<file path="src/rtl/display_pkg.sv">
// Shared definitions for the serial 7-segment link: segment codes, decode helpers
// and the receiver FSM state encoding. Segment byte layout is {a,b,c,d,e,f,g,dp}.
package display_pkg;

  localparam int FRAME_W = 32;
  localparam int DIGITS  = 4;

  localparam logic [7:0] SEG_0    = 8'hFC;
  localparam logic [7:0] SEG_1    = 8'h60;
  localparam logic [7:0] SEG_2    = 8'hDA;
  localparam logic [7:0] SEG_3    = 8'hF2;
  localparam logic [7:0] SEG_4    = 8'h66;
  localparam logic [7:0] SEG_5    = 8'hB6;
  localparam logic [7:0] SEG_6    = 8'hBE;
  localparam logic [7:0] SEG_7    = 8'hE0;
  localparam logic [7:0] SEG_8    = 8'hFE;
  localparam logic [7:0] SEG_9    = 8'hF6;
  localparam logic [7:0] SEG_DASH = 8'h02;

  typedef enum logic [1:0] {
    ST_IDLE = 2'd0,
    ST_DEC  = 2'd1,
    ST_DONE = 2'd2
  } state_t;

  typedef struct packed {
    logic       err;
    logic       dash;
    logic [3:0] nib;
  } dec_t;

  // Digits match with the DP bit ignored; the dash must match exactly.
  function automatic dec_t seg2bcd(input logic [7:0] seg);
    dec_t r;
    r.err  = 1'b0;
    r.dash = 1'b0;
    r.nib  = 4'hF;
    case ({seg[7:1], 1'b0})
      SEG_0:   r.nib = 4'd0;
      SEG_1:   r.nib = 4'd1;
      SEG_2:   r.nib = 4'd2;
      SEG_3:   r.nib = 4'd3;
      SEG_4:   r.nib = 4'd4;
      SEG_5:   r.nib = 4'd5;
      SEG_6:   r.nib = 4'd6;
      SEG_7:   r.nib = 4'd7;
      SEG_8:   r.nib = 4'd8;
      SEG_9:   r.nib = 4'd9;
      default: begin
        if (seg == SEG_DASH) r.dash = 1'b1;
        else                 r.err  = 1'b1;
      end
    endcase
    return r;
  endfunction

  function automatic logic [7:0] bcd2seg(input logic [3:0] bcd);
    logic [7:0] s;
    case (bcd)
      4'd0:    s = SEG_0;
      4'd1:    s = SEG_1;
      4'd2:    s = SEG_2;
      4'd3:    s = SEG_3;
      4'd4:    s = SEG_4;
      4'd5:    s = SEG_5;
      4'd6:    s = SEG_6;
      4'd7:    s = SEG_7;
      4'd8:    s = SEG_8;
      4'd9:    s = SEG_9;
      default: s = SEG_DASH;
    endcase
    return s;
  endfunction

endpackage

</file>
<file path="src/rtl/display_in_sync_edge.sv">
// Multi-flop synchronizer for an asynchronous level, followed by a registered
// rising-edge pulse.
module sync_edge #(
  parameter int STAGES = 2
) (
  input  logic clk,
  input  logic rst,
  input  logic d,
  output logic level,
  output logic rise
);

  logic [STAGES-1:0] chain;
  logic              prev;

  always_ff @(posedge clk) begin
    if (rst) begin
      chain <= '0;
      prev  <= 1'b0;
      rise  <= 1'b0;
    end else begin
      chain <= {chain[STAGES-2:0], d};
      prev  <= chain[STAGES-1];
      rise  <= chain[STAGES-1] & ~prev;
    end
  end

  assign level = chain[STAGES-1];

endmodule

</file>
<file path="src/rtl/display_in.sv">
// Serial 7-segment link receiver: shifts in the 32-bit segment frame, captures it
// on latch, decodes one byte per cycle and commits BCD/DP/dash/error results.
module display_in
  import display_pkg::*;
#(
  parameter int SYNC_STAGES = 2,
  parameter int CNT_W       = 6
) (
  input  logic        clk,
  input  logic        rst,
  input  logic        ser_clk,
  input  logic        ser_data,
  input  logic        ser_latch,
  output logic [15:0] bcd_out,
  output logic [3:0]  dp_out,
  output logic [3:0]  dash_out,
  output logic        frame_valid,
  output logic        frame_err,
  output logic        overrun,
  output logic [1:0]  fsm_state
);

  logic clk_rise, latch_rise, data_lvl;
  logic clk_lvl_unused, latch_lvl_unused;

  sync_edge #(.STAGES(SYNC_STAGES)) u_sync_clk (
    .clk(clk), .rst(rst), .d(ser_clk), .level(clk_lvl_unused), .rise(clk_rise)
  );
  sync_edge #(.STAGES(SYNC_STAGES)) u_sync_data (
    .clk(clk), .rst(rst), .d(ser_data), .level(data_lvl), .rise()
  );
  sync_edge #(.STAGES(SYNC_STAGES)) u_sync_latch (
    .clk(clk), .rst(rst), .d(ser_latch), .level(latch_lvl_unused), .rise(latch_rise)
  );

  state_t             state;
  logic [FRAME_W-1:0] sr, sr_next, frame;
  logic [CNT_W-1:0]   bit_cnt, cnt_next;
  logic               len_ok;
  logic [1:0]         d;
  logic [15:0]        bcd_sh, bcd_nx;
  logic [3:0]         dp_sh, dp_nx, dash_sh, dash_nx;
  logic               err_sh, err_nx;
  dec_t               cur;

  // A bit arriving in the same cycle as the latch belongs to the closing frame.
  always_comb begin
    sr_next  = sr;
    cnt_next = bit_cnt;
    if (clk_rise) begin
      sr_next  = {data_lvl, sr[FRAME_W-1:1]};
      cnt_next = (&bit_cnt) ? bit_cnt : bit_cnt + 1'b1;
    end
  end

  always_comb begin
    cur     = seg2bcd(frame[8*int'(d) +: 8]);
    bcd_nx  = bcd_sh;
    dp_nx   = dp_sh;
    dash_nx = dash_sh;
    bcd_nx[4*int'(d) +: 4] = cur.nib;
    dp_nx[d]   = frame[8*int'(d)];
    dash_nx[d] = cur.dash;
    err_nx     = err_sh | cur.err;
  end

  always_ff @(posedge clk) begin
    if (rst) begin
      state       <= ST_IDLE;
      sr          <= '0;
      frame       <= '0;
      bit_cnt     <= '0;
      len_ok      <= 1'b0;
      d           <= 2'd0;
      bcd_sh      <= '0;
      dp_sh       <= '0;
      dash_sh     <= '0;
      err_sh      <= 1'b0;
      bcd_out     <= '0;
      dp_out      <= '0;
      dash_out    <= '0;
      frame_err   <= 1'b0;
      frame_valid <= 1'b0;
      overrun     <= 1'b0;
    end else begin
      frame_valid <= 1'b0;
      overrun     <= 1'b0;
      sr          <= sr_next;
      bit_cnt     <= cnt_next;
      case (state)
        ST_IDLE: begin
          if (latch_rise) begin
            frame   <= sr_next;
            len_ok  <= (cnt_next == CNT_W'(FRAME_W));
            bit_cnt <= '0;
            d       <= 2'd0;
            err_sh  <= 1'b0;
            state   <= ST_DEC;
          end
        end
        ST_DEC: begin
          overrun <= latch_rise;
          bcd_sh  <= bcd_nx;
          dp_sh   <= dp_nx;
          dash_sh <= dash_nx;
          err_sh  <= err_nx;
          d       <= d + 2'd1;
          // Last slot: commit so the outputs and the pulse are visible in DONE.
          if (d == 2'(DIGITS - 1)) begin
            bcd_out     <= bcd_nx;
            dp_out      <= dp_nx;
            dash_out    <= dash_nx;
            frame_err   <= ~len_ok | err_nx;
            frame_valid <= 1'b1;
            state       <= ST_DONE;
          end
        end
        ST_DONE: begin
          overrun <= latch_rise;
          state   <= ST_IDLE;
        end
        default: state <= ST_IDLE;
      endcase
    end
  end

  assign fsm_state = state;

endmodule

</file>
<file path="config.mk">
export PLATFORM = sky130hd
export DESIGN_NAME = display_in
export DESIGN_NICKNAME = d
export VERILOG_FILES = /design/src/rtl/display_pkg.sv /design/src/rtl/display_in_sync_edge.sv /design/src/rtl/display_in.sv
export SDC_FILE = /design/constraint.sdc
export NUM_CORES = 1
export LEC_CHECK = 0
export BUFFER_PORTS_ARGS = -buffer_cell sky130_fd_sc_hd__buf_4
export CORE_UTILIZATION = 47
export CTS_CLUSTER_SIZE = 14
export DETAILED_ROUTE_END_ITERATION = 8
export GPL_TIMING_DRIVEN = 0
export PLACE_DENSITY = 0.67
export SYNTH_ARGS = -nofsm -noshare
export SYNTH_HDL_FRONTEND = slang
export SYNTH_SLANG_ARGS = --single-unit
</file>
<file path="constraint.sdc">
create_clock -name clk -period 2.65 [get_ports clk]
set_input_delay 0.1325 -clock clk [delete_from_list [all_inputs] [get_ports clk]]
set_output_delay 0.1325 -clock clk [all_outputs]
set_load 0.01 [all_outputs]
</file>
==> flow_metrics.py, run 1 <==
metrics = {
    "setup_path": {
        "path_class": "flip-flop to flip-flop",
        "required_ps": 2970,
        "crit_arrival_ps": 3120,
        "rr_worst_depth": 8,
        "setup.worst_path.end": "bcd_sh[3]",
        "startpoint": "d[0]",
        "critPathLaunchType": "flip-flop",
        "worstReg2RegEnd": "bcd_sh[3]",
        "crit_path_end_kind": "flip-flop",
        "rrSetupSlack_ps": -150,
        "critPathMaxFanout": 7,
        "r2r_start": "d[0]",
    },
    "placed_design": {
        "placedCellCount": 776,
        "pre_cts_slack_ps": -383.3,
        "gp_congestion": 0.8376,
        "io_buffer_count": 32,
        "place_hpwl_um": 9647,
        "dpl_cell_area_um2": 6132,
    },
    "sta": {
        "tightest_slew_ps": 805.5,
        "setup_tns_ps": -1077,
        "finalCriticalPeriod_ps": 2798,
        "worst_slack_ps": -148.0,
        "drv_slew": 0,
        "rsz0062_at_grt": "true",
        "fmax_mhz": 357.4,
        "fin_hold_ws_ps": 126.0,
        "finClkSkew_ps": 7.112,
        "finalSetupViolCount": 17,
        "fin_crit_sh_pct": 105.6,
        "final-hold-violation-count": 0,
        "maxSlewHeadroom_pct": 46.18,
    },
    "grt": {
        "grt_pass1_wl_um": 23090,
        "grt_max_degree": 17,
        "grt-ovfl-total": 0,
        "grtUsageTotal_pct": 23.39,
        "antenna_found_initial": 0,
        "grt_pass1_vias": 4675,
    },
    "route": {
        "wl_met3_um": 670,
        "m1WireLength_um": 6823,
        "drtAntennaViolNets": 0,
        "drtPass1Iterations": 8,
        "num_vias": 4805,
        "wl_per_cell_um": 17.43,
        "dr_wl_met2_um": 6651,
        "routed_wl_um": 14310,
        "top_layer": "met4",
        "drc_errors": 2,
        "drt-initial-drc-count": 438,
        "viasPerCell": 5.853,
    },
    "power": {
        "ir_worst_vdd_v": 0.0005037,
        "power_frac_comb_pct": 3.4,
        "p_sw_share_pct": 20.97,
        "power_leakage_nw": 2.701,
        "powerDensity_nw_per_um2": 671.6,
        "p_int_mw": 3.739,
        "p_sw_uw": 992.1,
        "pwr-share-clk_pct": 52.8,
        "pwr-share-seq_pct": 43.8,
    },
    "synthesis": {
        "synth_edf_count": 0,
        "synth_area_um2": 5702,
        "synthXorXnorAreaFrac_pct": 0.4608,
        "synth_top_family_by_area": "compound AO/OA/AOI/OAI gates",
        "synthFlopType": "dfxtp_1",
        "synth_mux_area_share_pct": 10.56,
        "yosys_warnings": 0,
        "synth_fa_ha_area_share_pct": 1.756,
        "ys_types": 52,
        "syn_inst": 600,
        "synth_compound_area_share_pct": 17.97,
        "ys_seq_area_share_pct": 47.40,
        "postSynthAreaPerCell_um2": 9.503,
        "synth-seq-cells": 135,
        "synthSimpleGateAreaFrac_pct": 16.94,
        "synth_nets": 613,
        "async_reset_ff_share_pct": 0,
    },
    "finish": {
        "areaGrowthSynthToFinish_pct": 23.55,
        "design_area_um2": 7044,
        "mostFrequentLayoutCells": "dfxtp_1, nor2_1, buf_4",
        "final_nets": 678,
        "drive_above_1_share_pct": 18.29,
        "n_antenna_cell": 0,
        "final_common_cell": "dfxtp_1",
        "num-fill-cells": 978,
        "multi_input_area_um2": 2831,
        "seqCellArea_um2": 2706,
        "final_cells": 821,
    },
    "die": {
        "die_w_um": 112.1,
        "start_util_pct": 49.10,
        "die_area_um2": 12580,
        "rows": 39,
        "die_height_um": 112.1,
        "io_pins": 34,
        "coreArea_um2": 11610,
    },
    "cts": {
        "htree_levels": 4,
        "cts-root-buf": "clkbuf_16",
        "cts_num_sinks": 135,
        "cts-buffers-inserted": 17,
        "clk_path_buf_depth": 2,
        "tritoncts": "yes",
        "clk_latency_ps": 420,
        "cts.clk_slew.worst_paths_ps": 60,
    },
    "run": {
        "cap_violations": 0,
    },
    "outcome": {
        "violations": "DRC, setup timing",
        "status": "complete, but fails checks",
    },
    "min_path": {
        "min_path_type": "primary input to flip-flop",
    },
}
## routing by layer
metal | global-route usage, % | vias to the layer above
met4 | 8.711 | 0
met5 | 0 | -
met1 | 30.82 | 2353
li1 | - | 2298
met2 | 37.60 | 139
met3 | 5.292 | 15
## repair_timing
action,CTS,global route
pin swaps,3,12
hold buffers,3,0
setup endpoints to repair,31,35
hold endpoints to repair,3,0
setup buffers,8,5
resized for setup,20,16
gates cloned,0,2
## worst max-delay path: stages (launching register included)
cell      delay [ps]
dfxtp_4          380
buf_8            130
buf_12           120
mux4_2           550
xor2_2           200
and4b_2          260
or4b_4           620
buf_4            170
a221oi_1         260
## power groups by stage
stage	Combinational, mW	Sequential (mW)	Clock, mW
3_3_place_gp	0.140	2.12	0
6_report	0.160	2.07	2.50
4_1_cts	0.152	2.07	2.53
2_1_floorplan	0.106	2.11	0
3_5_place_dp	0.144	2.12	0
5_1_grt	0.174	2.08	2.62
## final cells by class
cell class / count / share of cell area [%]
Timing Repair Buffer: 50 / 5.755
Multi-Input combinational cell: 400 / 40.20
Inverter: 20 / 1.066
Sequential cell: 135 / 38.42
Clock buffer: 20 / 6.483
Clock inverter: 12 / 2.469
Buffer: 41 / 3.073
Tap cell: 143 / 2.540
## cells by family (layout without fill, tap and decap cells)
logic type,Yosys count,in the layout
adder cells (fa/ha/maj),8,8
AO/OA/AOI/OAI,140,140
AND/OR/NAND/NOR,198,199
buffers and inverters,66,143
flip-flops,135,135
XOR/XNOR,3,3
multiplexers,50,50
## through the flow
step | util [%] | power (mW)
3_3_place_gp | 52.76 | 2.256
6_report | 60.66 | 4.731
4_1_cts | 59.60 | 4.759
2_1_floorplan | - | 2.216
5_1_grt | 60.66 | 4.867
3_5_place_dp | 52.80 | 2.262
## cells in the mapped netlist (5+ instances only)
cell        n  share of area, %
a21oi_1    35               3.1
a221oi_2    6               1.6
nand2b_1    7              0.77
ha_1        8               1.8
nor2_1     81               5.3
clkbuf_1   30               2.0
inv_1      20               1.3
a211oi_1   14               1.8
a221oi_1   10               1.5
o21ai_0    26               2.3
mux2i_1    41               7.2
mux4_2      8               3.2
nor4_1      5              0.55
nand2_1    40               2.6
nor4b_1     5              0.77
dfxtp_1   135                47
nor3_1      5              0.44
nand3_1    15               1.3
o22a_1     32               4.9
buf_1      10              0.66
nor2b_1    11               1.2
nand4_1     5              0.55
## worst min-delay path by stage
stage                   from                    to  cells past startpoint
floorplan            ser_clk   u_sync_clk.chain[0]                      1
detailed placement  ser_data  u_sync_data.chain[0]                      2
CTS                      rst       u_sync_clk.prev                      2
global route             rst       u_sync_clk.prev                      2
global placement    ser_data  u_sync_data.chain[0]                      2
finish                   rst       u_sync_clk.prev                      2
## flip-flops by register name (all words and copies together), names as in the netlist, 2 cells and up
| signal | cells |
|---|---|
| frame | 32 |
| sr | 32 |
| bcd_out | 16 |
| bcd_sh | 16 |
| bit_cnt | 6 |
| dash_out | 4 |
| dp_out | 4 |
| dash_sh | 3 |
| dp_sh | 3 |
| d | 2 |
| fsm_state | 2 |
| u_sync_clk.chain | 2 |
| u_sync_data.chain | 2 |
| u_sync_latch.chain | 2 |
Power figures use the tool's default switching activity.
==> inputs of run 2 (changes only) <==
--- a/config.mk
+++ b/config.mk
@@ -6,11 +6,14 @@
 export NUM_CORES = 1
 export LEC_CHECK = 0
 export BUFFER_PORTS_ARGS = -buffer_cell sky130_fd_sc_hd__buf_4
-export CORE_UTILIZATION = 47
+export CELL_PAD_IN_SITES_DETAIL_PLACEMENT = 1
+export CELL_PAD_IN_SITES_GLOBAL_PLACEMENT = 1
+export CORE_UTILIZATION = 42
 export CTS_CLUSTER_SIZE = 14
 export DETAILED_ROUTE_END_ITERATION = 8
+export GPL_ROUTABILITY_DRIVEN = 1
 export GPL_TIMING_DRIVEN = 0
-export PLACE_DENSITY = 0.67
+export PLACE_DENSITY_LB_ADDON = 0.1
 export SYNTH_ARGS = -nofsm -noshare
 export SYNTH_HDL_FRONTEND = slang
 export SYNTH_SLANG_ARGS = --single-unit
==> flow_metrics.py, run 2 (synthesis results as in run 1) <==
metrics = {
    "outcome": {
        "violations": "setup timing",
        "status": "complete, but fails checks",
    },
    "grt": {
        "grt_max_degree": 17,
        "grtUsageTotal_pct": 23.99,
        "antenna_found_initial": 0,
        "grt-ovfl-total": 0,
        "grt_pass1_vias": 5018,
        "grt_pass1_wl_um": 26090,
    },
    "setup_path": {
        "path_class": "flip-flop to flip-flop",
        "required_ps": 2950,
        "worstReg2RegEnd": "bcd_out[8]",
        "r2r_start": "d[0]",
        "rrSetupSlack_ps": -40,
        "crit_arrival_ps": 2990,
        "rr_worst_depth": 7,
        "crit_path_end_kind": "flip-flop",
        "critPathLaunchType": "flip-flop",
        "critPathMaxFanout": 10,
    },
    "die": {
        "die_height_um": 118.5,
        "start_util_pct": 43.06,
        "die_w_um": 118.5,
        "coreArea_um2": 13240,
        "die_area_um2": 14050,
        "io_pins": 34,
        "rows": 42,
    },
    "sta": {
        "maxSlewHeadroom_pct": 47.70,
        "finClkSkew_ps": 6.327,
        "finalSetupViolCount": 11,
        "fmax_mhz": 372.1,
        "worst_slack_ps": -37.71,
        "tightest_slew_ps": 784.5,
        "final-hold-violation-count": 0,
        "setup_tns_ps": -314.9,
        "drv_slew": 0,
        "rsz0062_at_grt": "true",
        "fin_crit_sh_pct": 101.4,
        "finalCriticalPeriod_ps": 2688,
    },
    "finish": {
        "drive_above_1_share_pct": 18.67,
        "final_nets": 675,
        "final_common_cell": "dfxtp_1",
        "n_antenna_cell": 0,
        "top_regs": "frame (32), sr (32)",
        "fin_util_pct": 53.13,
        "areaGrowthSynthToFinish_pct": 23.39,
        "mostFrequentLayoutCells": "dfxtp_1, nor2_1, buf_4",
    },
    "power": {
        "power_leakage_nw": 2.675,
        "ir_worst_vdd_v": 0.0004096,
        "powerDensity_nw_per_um2": 656.2,
    },
    "route": {
        "num_vias": 4820,
        "drtAntennaViolNets": 0,
        "drtPass1Iterations": 5,
        "viasPerCell": 5.664,
        "routed_wl_um": 16300,
        "drt-initial-drc-count": 287,
        "drc_errors": 0,
        "wl_per_cell_um": 19.15,
    },
    "min_path": {
        "hold_end": "u_sync_clk.prev",
        "min_path_type": "primary input to flip-flop",
        "worstHoldPathCells": 2,
        "min-delay-start": "rst",
    },
    "cts": {
        "cts_num_sinks": 135,
        "clk_path_buf_depth": 2,
        "tritoncts": "yes",
        "cts-buffers-inserted": 17,
        "htree_levels": 4,
        "clk_latency_ps": 420,
        "cts-root-buf": "clkbuf_16",
        "cts.clk_slew.worst_paths_ps": 60,
    },
    "run": {
        "cap_violations": 0,
    },
    "placed_design": {
        "place_hpwl_um": 11000,
        "gp_congestion": 0.7997,
        "io_buffer_count": 32,
    },
}
==> run 2: how the worst max path moves through the flow <==
stage          startpoint    endpoint  slack [ps]  cells past startpoint
6_report             d[0]  bcd_out[8]         -40                      7
4_1_cts              d[0]   bcd_sh[8]        -120                     10
2_1_floorplan        d[0]      err_sh         -20                     10
3_5_place_dp         d[1]  bcd_out[8]        -490                      9
5_1_grt              d[0]  bcd_out[3]         -90                      7
3_3_place_gp         d[1]   bcd_sh[5]        -430                      5
==> run 2: timing repair <==
action,CTS,global route
endpoints found under the hold margin,3,0
resized for setup,20,18
endpoints found under the setup margin,36,31
hold buffers,3,0
buffers inserted,10,3
pin swaps,2,9
cloned,0,2
==> run 2: worst max-delay path, cell delays in order (launching register included) <==
cell and delay [ps]:
dfxtp_4 410, buf_12 140, mux4_2 570, or4b_2 720, a21oi_2 220, or4b_4 230, buf_4 190, a21oi_1 80
==> run 2: layer usage <==
layer  GRT usage (%)  vias to the layer above  routed length, µm
li1                -                     2292                  -
met1           31.19                     2427               7670
met2           38.75                       78               7794
met3           6.033                       23                598
met4           8.149                        0                233
met5               0                        -                  0
==> run 2: stage by stage <==
step	power, mW	worst slack [ps]	cells	instance area, µm²	hold slack (ps)
after floorplan	2.216	-21.89	600	5708	260.7
after global placement	2.261	-427.7	808	6168	345.7
after detailed placement	2.267	-493.1	808	6175	354.1
after CTS	4.640	-118.6	850	6934	157.6
after global routing	4.763	-90.78	851	7036	212.3
final	4.617	-37.71	851	7036	170.9
==> run 2: report_power, final <==
| part | leakage, nW | total, mW | switching [mW] | internal [mW] |
|---|---|---|---|---|
| sequential | 1.09 | 2.07 | 0.0188 | 2.06 |
| clock | 0.276 | 2.38 | 0.973 | 1.41 |
| combinational | 1.31 | 0.163 | 0.101 | 0.0618 |
| total | 2.67 | 4.62 | 1.09 | 3.52 |
==> run 2: layout make-up <==
| class | instances | area [µm²] |
|---|---|---|
| Tap cell | 176 | 220.2 |
| Clock inverter | 14 | 162.7 |
| Inverter | 20 | 75.07 |
| Fill cell | 1517 | 6207 |
| Clock buffer | 18 | 429.2 |
| Multi-Input combinational cell | 400 | 2851 |
| Timing Repair Buffer | 49 | 392.9 |
| Buffer | 39 | 196.4 |
| Sequential cell | 135 | 2708 |
==> inputs of run 3 (changes only) <==
--- a/config.mk
+++ b/config.mk
@@ -5,6 +5,7 @@
 export SDC_FILE = /design/constraint.sdc
 export NUM_CORES = 1
 export LEC_CHECK = 0
+export ABC_CLOCK_PERIOD_IN_PS = 2650
 export BUFFER_PORTS_ARGS = -buffer_cell sky130_fd_sc_hd__buf_4
 export CELL_PAD_IN_SITES_DETAIL_PLACEMENT = 1
 export CELL_PAD_IN_SITES_GLOBAL_PLACEMENT = 1
@@ -14,6 +15,7 @@
 export GPL_ROUTABILITY_DRIVEN = 1
 export GPL_TIMING_DRIVEN = 0
 export PLACE_DENSITY_LB_ADDON = 0.1
+export RECOVER_POWER = 100
 export SYNTH_ARGS = -nofsm -noshare
 export SYNTH_HDL_FRONTEND = slang
 export SYNTH_SLANG_ARGS = --single-unit
==> flow_metrics.py, run 3 (synthesis results as in run 1) <==
metrics = {
    "sta": {
        "finClkSkew_ps": 9.233,
        "rsz0062_at_grt": "true",
        "finalSetupViolCount": 11,
        "drv_slew": 0,
        "fin_crit_sh_pct": 101.1,
        "maxSlewHeadroom_pct": 47.46,
        "worst_slack_ps": -30.17,
        "finalCriticalPeriod_ps": 2680,
        "fmax_mhz": 373.1,
        "tightest_slew_ps": 788.1,
        "final-hold-violation-count": 0,
    },
    "cts": {
        "cts_num_sinks": 135,
        "cts-buffers-inserted": 17,
        "clk_path_buf_depth": 2,
        "cts-root-buf": "clkbuf_16",
        "clk_latency_ps": 430,
        "htree_levels": 4,
        "tritoncts": "yes",
        "cts.clk_slew.worst_paths_ps": 60,
    },
    "placed_design": {
        "dpl_cell_area_um2": 6175,
        "gp_congestion": 0.7997,
        "place_hpwl_um": 11000,
        "placedCellCount": 808,
        "io_buffer_count": 32,
        "pre_cts_slack_ps": -493.1,
    },
    "setup_path": {
        "critPathBufInv": 2,
        "path_class": "flip-flop to flip-flop",
        "cpLargestDelayFamily": "simple AND/OR/NAND/NOR gates",
        "slowest_stage": "or4b_2",
        "required_ps": 2960,
        "critPathLaunchType": "flip-flop",
        "critPathMaxFanout": 10,
        "crit_path_end_kind": "flip-flop",
        "cp_cell_sequence": "buf_12 -> mux4_2 -> or4b_2 -> a21oi_2 -> or4b_4 -> buf_4 -> a21oi_1",
        "crit_arrival_ps": 2990,
        "cpPeakStageDelay_ps": 720,
    },
    "route": {
        "drc_errors": 0,
        "num_vias": 4856,
        "routed_wl_um": 16310,
        "drt-initial-drc-count": 299,
        "drtPass1Iterations": 7,
        "wl_per_cell_um": 19.17,
        "viasPerCell": 5.706,
        "drtAntennaViolNets": 0,
    },
    "die": {
        "coreArea_um2": 13240,
        "die_height_um": 118.5,
        "die_w_um": 118.5,
        "rows": 42,
        "die_area_um2": 14050,
        "io_pins": 34,
        "start_util_pct": 43.06,
    },
    "finish": {
        "final_cells": 851,
        "n_antenna_cell": 0,
        "top_regs": "frame (32), sr (32)",
        "fin_util_pct": 52.31,
        "mostFrequentLayoutCells": "dfxtp_1, nor2_1, clkbuf_1",
        "areaGrowthSynthToFinish_pct": 21.48,
        "design_area_um2": 6927,
        "final_common_cell": "dfxtp_1",
        "drive_above_1_share_pct": 14.37,
        "final_nets": 675,
    },
    "grt": {
        "grt_max_degree": 17,
        "antenna_found_initial": 0,
        "grt_pass1_vias": 5018,
        "grtUsageTotal_pct": 23.99,
        "grt_pass1_wl_um": 26090,
        "grt-ovfl-total": 0,
    },
    "power": {
        "powerDensity_nw_per_um2": 667.4,
        "ir_worst_vdd_v": 0.0004122,
        "power_leakage_nw": 2.549,
    },
    "min_path": {
        "min_path_type": "primary input to flip-flop",
    },
    "outcome": {
        "violations": "setup timing",
        "status": "complete, but fails checks",
    },
    "run": {
        "cap_violations": 0,
    },
}
run 3: worst paths after layout:
| check | start | to | slack (ps) | depth (start not counted) |
|---|---|---|---|---|
| max | d[0] | bcd_out[3] | -30 | 7 |
| min | rst | u_sync_clk.prev | 170 | 2 |
| max reg2reg | d[0] | bcd_out[3] | -30 | 7 |
| min reg2reg | u_sync_latch.prev | u_sync_latch.rise | 390 | 1 |
run 3: through the flow:
step	TNS (ps)	hold WS (ps)	power, mW
floorplan	-134.6	260.7	2.216
global placement	-9371	345.7	2.261
detailed placement	-11430	354.1	2.267
CTS	-1335	157.6	4.640
global route	-1228	212.3	4.762
finish	-234.2	168.7	4.623
run 3: cell type report:
type / count / area [µm²]
clock inverter: 14 / 162.7
timing repair buffer: 49 / 284.0
tap: 176 / 220.2
inverter: 20 / 75.07
fill: 1528 / 6316
buffer: 39 / 196.4
sequential: 135 / 2708
clock buffer: 18 / 429.2
multi-input combinational: 400 / 2851
run 3: timing repair:
action / in CTS / in global routing
hold buffers: 3 / 0
pin swaps: 2 / 9
endpoints found under the setup margin: 36 / 31
setup buffers: 10 / 3
gates resized for setup: 20 / 18
gates cloned: 0 / 2
endpoints found under the hold margin: 3 / 0
run 3: layer usage:
layer	routed length [µm]	share of wire, %	GRT usage [%]	up-vias
li1	-	-	-	2290
met1	7489	46	31.19	2422
met2	7765	48	38.75	114
met3	791	4.8	6.033	30
met4	263	1.6	8.149	0
met5	0	0	0	-
run 3: where the power goes:
part / internal [mW] / leakage, nW / switching, mW
logic: 0.0613 / 1.18 / 0.101
registers: 2.06 / 1.09 / 0.0189
clock network: 1.41 / 0.276 / 0.979
